[src/rtl/arm_pipe_pkg.sv]
// Shared definitions for the ARMv4 pipeline stages:
// interlock state encoding, control-bundle width and register-number width.
package arm_pipe_pkg;

    localparam int CTRL_W_DEF = 32;
    localparam int REG_W      = 4;

    typedef enum logic [0:0] {
        RUN   = 1'b0,
        LWAIT = 1'b1
    } lstate_t;

endpackage

[src/rtl/id_ex_stage_src_match.sv]
// src_match: asserts o_match when any source operand that the decode
// instruction actually reads names register i_rnum.
//   i_rm/rn/rs_code : source register numbers
//   i_rm/rn/rs_use  : source is read
//   i_rnum          : register number to compare against
//   o_match         : some used source equals i_rnum
module src_match
    import arm_pipe_pkg::*;
(
    input  logic [REG_W-1:0] i_rm_code,
    input  logic [REG_W-1:0] i_rn_code,
    input  logic [REG_W-1:0] i_rs_code,
    input  logic             i_rm_use,
    input  logic             i_rn_use,
    input  logic             i_rs_use,
    input  logic [REG_W-1:0] i_rnum,
    output logic             o_match
);

    assign o_match = (i_rm_use & (i_rm_code == i_rnum))
                   | (i_rn_use & (i_rn_code == i_rnum))
                   | (i_rs_use & (i_rs_code == i_rnum));

endmodule

[src/rtl/id_ex_stage.sv]
// id_ex_stage: ID/EX pipeline register with valid/ready handshake on both
// sides and an optional load-use interlock (macro LOAD_INTERLOCK_EN).
//   i_clk, i_rst            : clock, synchronous active-high reset
//   i_id_valid / o_id_ready : decode-side handshake
//   i_r*_code/use/reg       : forwarded source operands from decode
//   i_rd_en/code, i_is_load : destination and load flag
//   i_ctrl                  : opaque decoded control bundle
//   i_flush                 : kill the EX slot (branch / exception)
//   o_ex_valid / i_ex_ready : execute-side handshake
//   o_r*_reg, o_rd_*, o_is_load, o_ctrl : registered EX-slot contents
//   o_stall_load            : decode held by the load-use interlock
// LOAD_INTERLOCK_EN undefined: loads behave like ALU ops, no interlock.
module id_ex_stage
    import arm_pipe_pkg::*;
#(
    parameter int CTRL_W   = CTRL_W_DEF,
    parameter int LOAD_LAT = 1
) (
    input  logic              i_clk,
    input  logic              i_rst,
    input  logic              i_id_valid,
    output logic              o_id_ready,
    input  logic [REG_W-1:0]  i_rm_code,
    input  logic [REG_W-1:0]  i_rn_code,
    input  logic [REG_W-1:0]  i_rs_code,
    input  logic              i_rm_use,
    input  logic              i_rn_use,
    input  logic              i_rs_use,
    input  logic [31:0]       i_rm_reg,
    input  logic [31:0]       i_rn_reg,
    input  logic [31:0]       i_rs_reg,
    input  logic              i_rd_en,
    input  logic [REG_W-1:0]  i_rd_code,
    input  logic              i_is_load,
    input  logic [CTRL_W-1:0] i_ctrl,
    input  logic              i_flush,
    output logic              o_ex_valid,
    input  logic              i_ex_ready,
    output logic [31:0]       o_rm_reg,
    output logic [31:0]       o_rn_reg,
    output logic [31:0]       o_rs_reg,
    output logic              o_rd_en,
    output logic [REG_W-1:0]  o_rd_code,
    output logic              o_is_load,
    output logic [CTRL_W-1:0] o_ctrl,
    output logic              o_stall_load
);

    if (LOAD_LAT < 1 || LOAD_LAT > 3) begin : g_bad_lat
        $error("id_ex_stage: LOAD_LAT must be 1..3");
    end

    logic              r_ex_valid;
    logic [31:0]       r_rm_reg;
    logic [31:0]       r_rn_reg;
    logic [31:0]       r_rs_reg;
    logic              r_rd_en;
    logic [REG_W-1:0]  r_rd_code;
    logic              r_is_load;
    logic [CTRL_W-1:0] r_ctrl;

    logic w_ex_free;
    logic w_id_ready;
    logic w_accept;

    assign w_ex_free = ~r_ex_valid | i_ex_ready;
    assign w_accept  = i_id_valid & w_id_ready & ~i_flush;

`ifdef LOAD_INTERLOCK_EN
    lstate_t          r_state;
    logic [1:0]       r_cnt;
    logic [REG_W-1:0] r_lw_rd;

    logic w_hit_rd;
    logic w_hit_lw;
    logic w_hazard;

    src_match u_match_rd (
        .i_rm_code (i_rm_code),
        .i_rn_code (i_rn_code),
        .i_rs_code (i_rs_code),
        .i_rm_use  (i_rm_use),
        .i_rn_use  (i_rn_use),
        .i_rs_use  (i_rs_use),
        .i_rnum    (r_rd_code),
        .o_match   (w_hit_rd)
    );

    src_match u_match_lw (
        .i_rm_code (i_rm_code),
        .i_rn_code (i_rn_code),
        .i_rs_code (i_rs_code),
        .i_rm_use  (i_rm_use),
        .i_rn_use  (i_rn_use),
        .i_rs_use  (i_rs_use),
        .i_rnum    (r_lw_rd),
        .o_match   (w_hit_lw)
    );

    // A load sitting in EX has no forwardable result yet.
    assign w_hazard = r_ex_valid & r_is_load & r_rd_en & w_hit_rd;

    always_comb begin
        w_id_ready = w_ex_free & ~w_hazard;
        if (r_state == LWAIT) begin
            w_id_ready = w_id_ready & ~w_hit_lw;
        end
    end

    assign o_stall_load = i_id_valid & ~w_id_ready & w_ex_free;

    // After the load leaves EX, cnt tracks the remaining cycles until its
    // data is forwardable from WB; it only advances when execute moves.
    always_ff @(posedge i_clk) begin
        if (i_rst) begin
            r_state <= RUN;
            r_cnt   <= 2'd0;
            r_lw_rd <= '0;
        end else if (i_flush) begin
            r_state <= RUN;
            r_cnt   <= 2'd0;
        end else begin
            unique case (r_state)
                RUN: begin
                    if (w_hazard && w_ex_free) begin
                        r_lw_rd <= r_rd_code;
                        if (LOAD_LAT > 1) begin
                            r_cnt   <= 2'(LOAD_LAT - 1);
                            r_state <= LWAIT;
                        end
                    end
                end
                LWAIT: begin
                    if (i_ex_ready) begin
                        if (r_cnt <= 2'd1) begin
                            r_cnt   <= 2'd0;
                            r_state <= RUN;
                        end else begin
                            r_cnt <= r_cnt - 2'd1;
                        end
                    end
                end
                default: r_state <= RUN;
            endcase
        end
    end
`else
    logic w_unused;

    // Source fields only feed the interlock, which is absent here.
    assign w_unused = ^{i_rm_code, i_rn_code, i_rs_code,
                        i_rm_use, i_rn_use, i_rs_use};

    assign w_id_ready   = w_ex_free;
    assign o_stall_load = 1'b0;
`endif

    // Data fields only change on accept; a bubble clears just the valid.
    always_ff @(posedge i_clk) begin
        if (i_rst) begin
            r_ex_valid <= 1'b0;
            r_rm_reg   <= '0;
            r_rn_reg   <= '0;
            r_rs_reg   <= '0;
            r_rd_en    <= 1'b0;
            r_rd_code  <= '0;
            r_is_load  <= 1'b0;
            r_ctrl     <= '0;
        end else if (i_flush) begin
            r_ex_valid <= 1'b0;
        end else if (w_accept) begin
            r_ex_valid <= 1'b1;
            r_rm_reg   <= i_rm_reg;
            r_rn_reg   <= i_rn_reg;
            r_rs_reg   <= i_rs_reg;
            r_rd_en    <= i_rd_en;
            r_rd_code  <= i_rd_code;
            r_is_load  <= i_is_load;
            r_ctrl     <= i_ctrl;
        end else if (w_ex_free) begin
            r_ex_valid <= 1'b0;
        end
    end

    assign o_id_ready = w_id_ready;
    assign o_ex_valid = r_ex_valid;
    assign o_rm_reg   = r_rm_reg;
    assign o_rn_reg   = r_rn_reg;
    assign o_rs_reg   = r_rs_reg;
    assign o_rd_en    = r_rd_en;
    assign o_rd_code  = r_rd_code;
    assign o_is_load  = r_is_load;
    assign o_ctrl     = r_ctrl;

endmodule

[config.mk]
export PLATFORM = sky130hd
export DESIGN_NAME = id_ex_stage
export DESIGN_NICKNAME = d
export VERILOG_FILES = /design/src/rtl/arm_pipe_pkg.sv /design/src/rtl/id_ex_stage_src_match.sv /design/src/rtl/id_ex_stage.sv
export SDC_FILE = /design/constraint.sdc
export NUM_CORES = 1
export LEC_CHECK = 0
export CELL_PAD_IN_SITES_DETAIL_PLACEMENT = 1
export CELL_PAD_IN_SITES_GLOBAL_PLACEMENT = 2
export CORE_MARGIN = 3
export CORE_UTILIZATION = 24
export DETAILED_ROUTE_END_ITERATION = 10
export PLACE_DENSITY_LB_ADDON = 0.1
export RECOVER_POWER = 100
export SYNTH_ARGS = -nofsm -noshare
export SYNTH_HDL_FRONTEND = slang
export SYNTH_HIERARCHICAL = 1
export SYNTH_SLANG_ARGS = --single-unit
[constraint.sdc]
create_clock -name i_clk -period 1.7 [get_ports i_clk]
set_input_delay 0.34 -clock i_clk [delete_from_list [all_inputs] [get_ports i_clk]]
set_output_delay 0.34 -clock i_clk [all_outputs]
set_load 0.05 [all_outputs]
* Yosys cells after proc, flatten, opt, wreduce, memory -nomap -nowiden
Index checks and enable logic that the tools add are counted.
** Storage, ports and cells
- Input port bits :: 154
- Register bits :: 135
** Cells by class
- Mux-type cells :: 2
- Reductions and logical operators :: 3
- Bitwise operators :: 5
** Operator list (count)
- 1-bit bitwise AND :: 2
- 1-bit 2-to-1 mux :: 2
- 1-bit NOT :: 2
- 2-bit AND reduction :: 1
- 2-bit nonzero test :: 1
- 2-bit OR reduction :: 1
- 1-bit OR :: 1

* Longest topological paths before layout
Gate-level depths: netlist (run 1).
- Word-level depth :: 5
- Depth in mapped cells :: 6
- Depth with buffers taken out :: 3

* Worst setup path before layout (run 1)
OpenSTA, ideal clock, no wires.
- Path type :: flip-flop to flip-flop
- From :: reg r_ex_valid, in the netlist o_ex_valid
- To :: reg r_rm_reg[0], in the netlist o_rm_reg[0]
- Library setup time :: 119 ps
- Path slack :: 113 ps
- Required time :: 1581 ps
- Cell stages (with the launch flop) :: 7
- Period minus slack after synthesis :: 1587 ps
- Path buffers :: 3
- Arrival time :: 1468 ps
- Cells stage by stage :: dfxtp_1 > nor2b_4 > nor3b_2 > buf_4 > buf_6 > buf_8 > mux2i_1
** Between the ends
- Word-level cells in the longest chain between the ends :: 5
** RTL lines
- start, declared :: line id_ex_stage.sv:53 : logic r_ex_valid;
- start signal, assigned :: line id_ex_stage.sv:161 : r_ex_valid <= 1'b0;
- start signal, assigned :: line id_ex_stage.sv:170 : r_ex_valid <= 1'b0;
- start signal, assigned :: line id_ex_stage.sv:172 : r_ex_valid <= 1'b1;
- 1-bit NOT :: line id_ex_stage.sv:66 : assign w_ex_free = ~r_ex_valid | i_ex_ready;
- 1-bit OR :: line id_ex_stage.sv:66
- 1-bit bitwise AND (2 in series) :: line id_ex_stage.sv:67 : assign w_accept = i_id_valid & w_id_ready & ~i_flush;
- 2-bit AND reduction (no line)
- end signal, assigned :: line id_ex_stage.sv:173 : r_rm_reg <= i_rm_reg;
- end, declared :: line id_ex_stage.sv:54 : logic [31:0] r_rm_reg;
Every way passes these cells.
A chain may end at the register's enable or synchronous reset.

* Worst setup path in the final report (run 1)
- From :: in i_ex_ready
- To :: out o_id_ready
** Between the ends
- Word-level cells in the longest chain between the ends :: 1
** RTL lines
- start, declared :: line id_ex_stage.sv:38 : input logic i_ex_ready,
- 1-bit OR :: line id_ex_stage.sv:66
- end, declared :: line id_ex_stage.sv:22 : output logic o_id_ready,
Every way passes these cells.

==> results of run 1 <==
## through the flow
stage / instances / util [%] / instance area, sq um
finish: 1195 / 36.9 / 9050
global route: 1195 / 36.9 / 9050
CTS: 1195 / 38.4 / 9430
detailed placement: 1163 / 36.1 / 8860
global placement: 1163 / 36.1 / 8860
floorplan: 589 / - / 6050
## cell usage in the layout, fill, tap and decap left out, drive strengths merged
cell,n
buf,16
bufinv,1
clkbuf,162
clkdlybuf4s50,137
clkinv,3
clkinvlp,5
conb,1
dfxtp,135
inv,5
mux2i,134
nand2b,268
nor2,1
nor2b,1
nor3,1
nor3b,1
## layer usage
metal | up-vias | part of all wire (%)
li1 | 2422 | -
met5 | - | 0
met3 | 12 | 9.3
met2 | 157 | 50
met4 | 0 | 1.2
met1 | 2266 | 40
## kinds of logic (layout without fill, tap and decap cells)
family	Yosys count	count (layout)	share of synthesized area (%)
buf+inv	47	329	4.78
mux	134	134	22.2
other cells	1	1	0.0620
simple gates	272	272	28.3
flops	135	135	44.7
## final timing paths
| path | slack, ns | end | from |
|---|---|---|---|
| setup reg to reg | 0.18 | o_rs_reg[8]$_SDFFE_PP0P_ | o_ex_valid$_SDFFE_PP0P_ |
| setup / recovery | 0.09 | o_id_ready | i_ex_ready |
| hold / removal | 0.35 | o_ex_valid$_SDFFE_PP0P_ | i_rst |
| hold reg to reg | 0.47 | o_rm_reg[11]$_SDFFE_PP0P_ | o_rm_reg[11]$_SDFFE_PP0P_ |
## worst max-delay path: stages
cell and delay, ns:
clkdlybuf4s50_1 0.44, nor2b_4 0.15, buf_4 0.12, inv_1 0.06, buf_12 0.15
## power breakdown
group	internal [mW]	switching [mW]
clock	2.07	1.51
combinational	0.692	0.986
sequential	3.33	0.0890
## layout make-up
class / count / share of cell area [%]
Timing Repair Buffer: 296 / 25.5
Sequential cell: 135 / 29.9
Tap cell: 324 / 4.48
Multi-Input combinational cell: 407 / 33.9
Inverter: 1 / 0.0415
Clock inverter: 13 / 1.34
Clock buffer: 19 / 4.90
==> run_results.csv, run 1 <==
group,metric,value,unit
hold_path,hold_depth,2,
cts,clock_latency,0.41,ns
critical_path,worstSetupPathType,"input pin to output port",
floorplan,initial_utilization,24.7,%
timing,max_freq,622,MHz
global_routing,grt_start_max_net_pins,71,
logic_synthesis,synthCells,589,
timing,post-route-min-period,1.61,ns
logic_synthesis,synthFlopType,"dfxtp_1",
floorplan,die_w,165,microns
global_routing,gr-total-overflow,0,
place,io_buffers,274,
timing,finalClockSkew,0.00860,ns
place,gp_congestion,0.715,
routing,dr.pass1.iters,4,
routing,postRouteAntennaNets,0,
status,status,"finished clean",
cts,cts-resized-gates,0,
cells_and_area,drive_gt1_share,21.5,%
pwr,finalPower,8.67,mW
cts,root_buffer,"clkbuf_16",
place,dp_hpwl,13800,microns
critical_path,start_kind,"input pin",
routing,routed_wl,18300,microns
global_routing,track_usage,13.3,%
timing,hold-worst-slack,0.350,ns
logic_synthesis,synth.cell_area,6050,sq um
pwr,power_leakage,3.68,nW
logic_synthesis,synth_top_area_cell,"dfxtp_1",
logic_synthesis,ys_types,14,
hold_path,hold_class,"input pin to flip-flop",
critical_path,rr_worst_depth,5,
logic_synthesis,synth.top_cell.area_share,44.7,%
timing,period_share,94.5,%
logic_synthesis,synth_edf_count,0,
critical_path,required,1.36,ns
floorplan,core_area,24500,sq um
global_routing,busiest_layer,"met2",
routing,vias_per_cell,4.06,
global_routing,first_global_vias,5239,
timing,rsz0062_at_grt,"false",
global_routing,globalRouteMet2Util,23.1,%
critical_path,path_max_fanout,2,
routing,drc_errors,0,
timing,layout_setup_ws,0.0932,ns
global_routing,antenna_found_initial,0,
critical_path,worst_ep_arrival_time,1.27,ns
cts,cts_tree,"done",
cts,cts_buffer_depth,2,
flow_run,cap_violations,0,
pwr,ir_drop,594,uV
cells_and_area,regArea,2700,sq um
place,dp_slack,-0.220,ns
routing,wl_per_cell,15.3,microns
global_routing,gr-usage-met1,14.9,%
cts,numCtsBuffers,17,
cts,postCtsSetupBuffers,0,
routing,vias,4857,
cells_and_area,diodes,0,
cts,clkTransAtPathRegs,0.06,ns
logic_synthesis,synth_common_cells,"nand2b_1, dfxtp_1, mux2i_1, clkbuf_1, buf_4",
cells_and_area,syn_to_final_growth,49.6,%
cts,h-tree-depth,4,
logic_synthesis,synth_area_leaders,"dfxtp_1, nand2b_1, mux2i_1, clkbuf_1, buf_8",
timing,drv_slew,0,
logic_synthesis,ys_seq_area_share,44.7,%
cts,hold_buffers,0,
global_routing,grt_use_met3,5.59,%
timing,setup_violations,0,
cells_and_area,nNetsFinal,1012,
cells_and_area,multi_input_area,3060,sq um
global_routing,grt_pass1_wl,28300,microns
floorplan,io_pins,291,
logic_synthesis,yosysWarnings,6,
logic_synthesis,async_flop_share,0,%
floorplan,dieArea,27100,sq um
routing,first_iter_violations,165,
logic_synthesis,avgSynthCellArea,10.3,sq um
pwr,power.density,958,nW/um^2
critical_path,end_kind,"output port",
logic_synthesis,yosysMostFrequentCell,"nand2b_1",
timing,setup_tns,0,ns
logic_synthesis,syn-num-nets,743,
logic_synthesis,synth_seq_cells,135,
floorplan,rows,57,
timing,final_hold_viol_count,0,
cells_and_area,nFillCells,2789,
floorplan,die_y,165,microns
cts,clock_sinks,135,
Note: power is estimated with default switching activity, not from simulation.
==> inputs of run 2 (changes only) <==
- CAP_MARGIN: not set -> 5
==> results of run 2 <==
The final DEF is identical to that of run 1; final timing and power are the same.
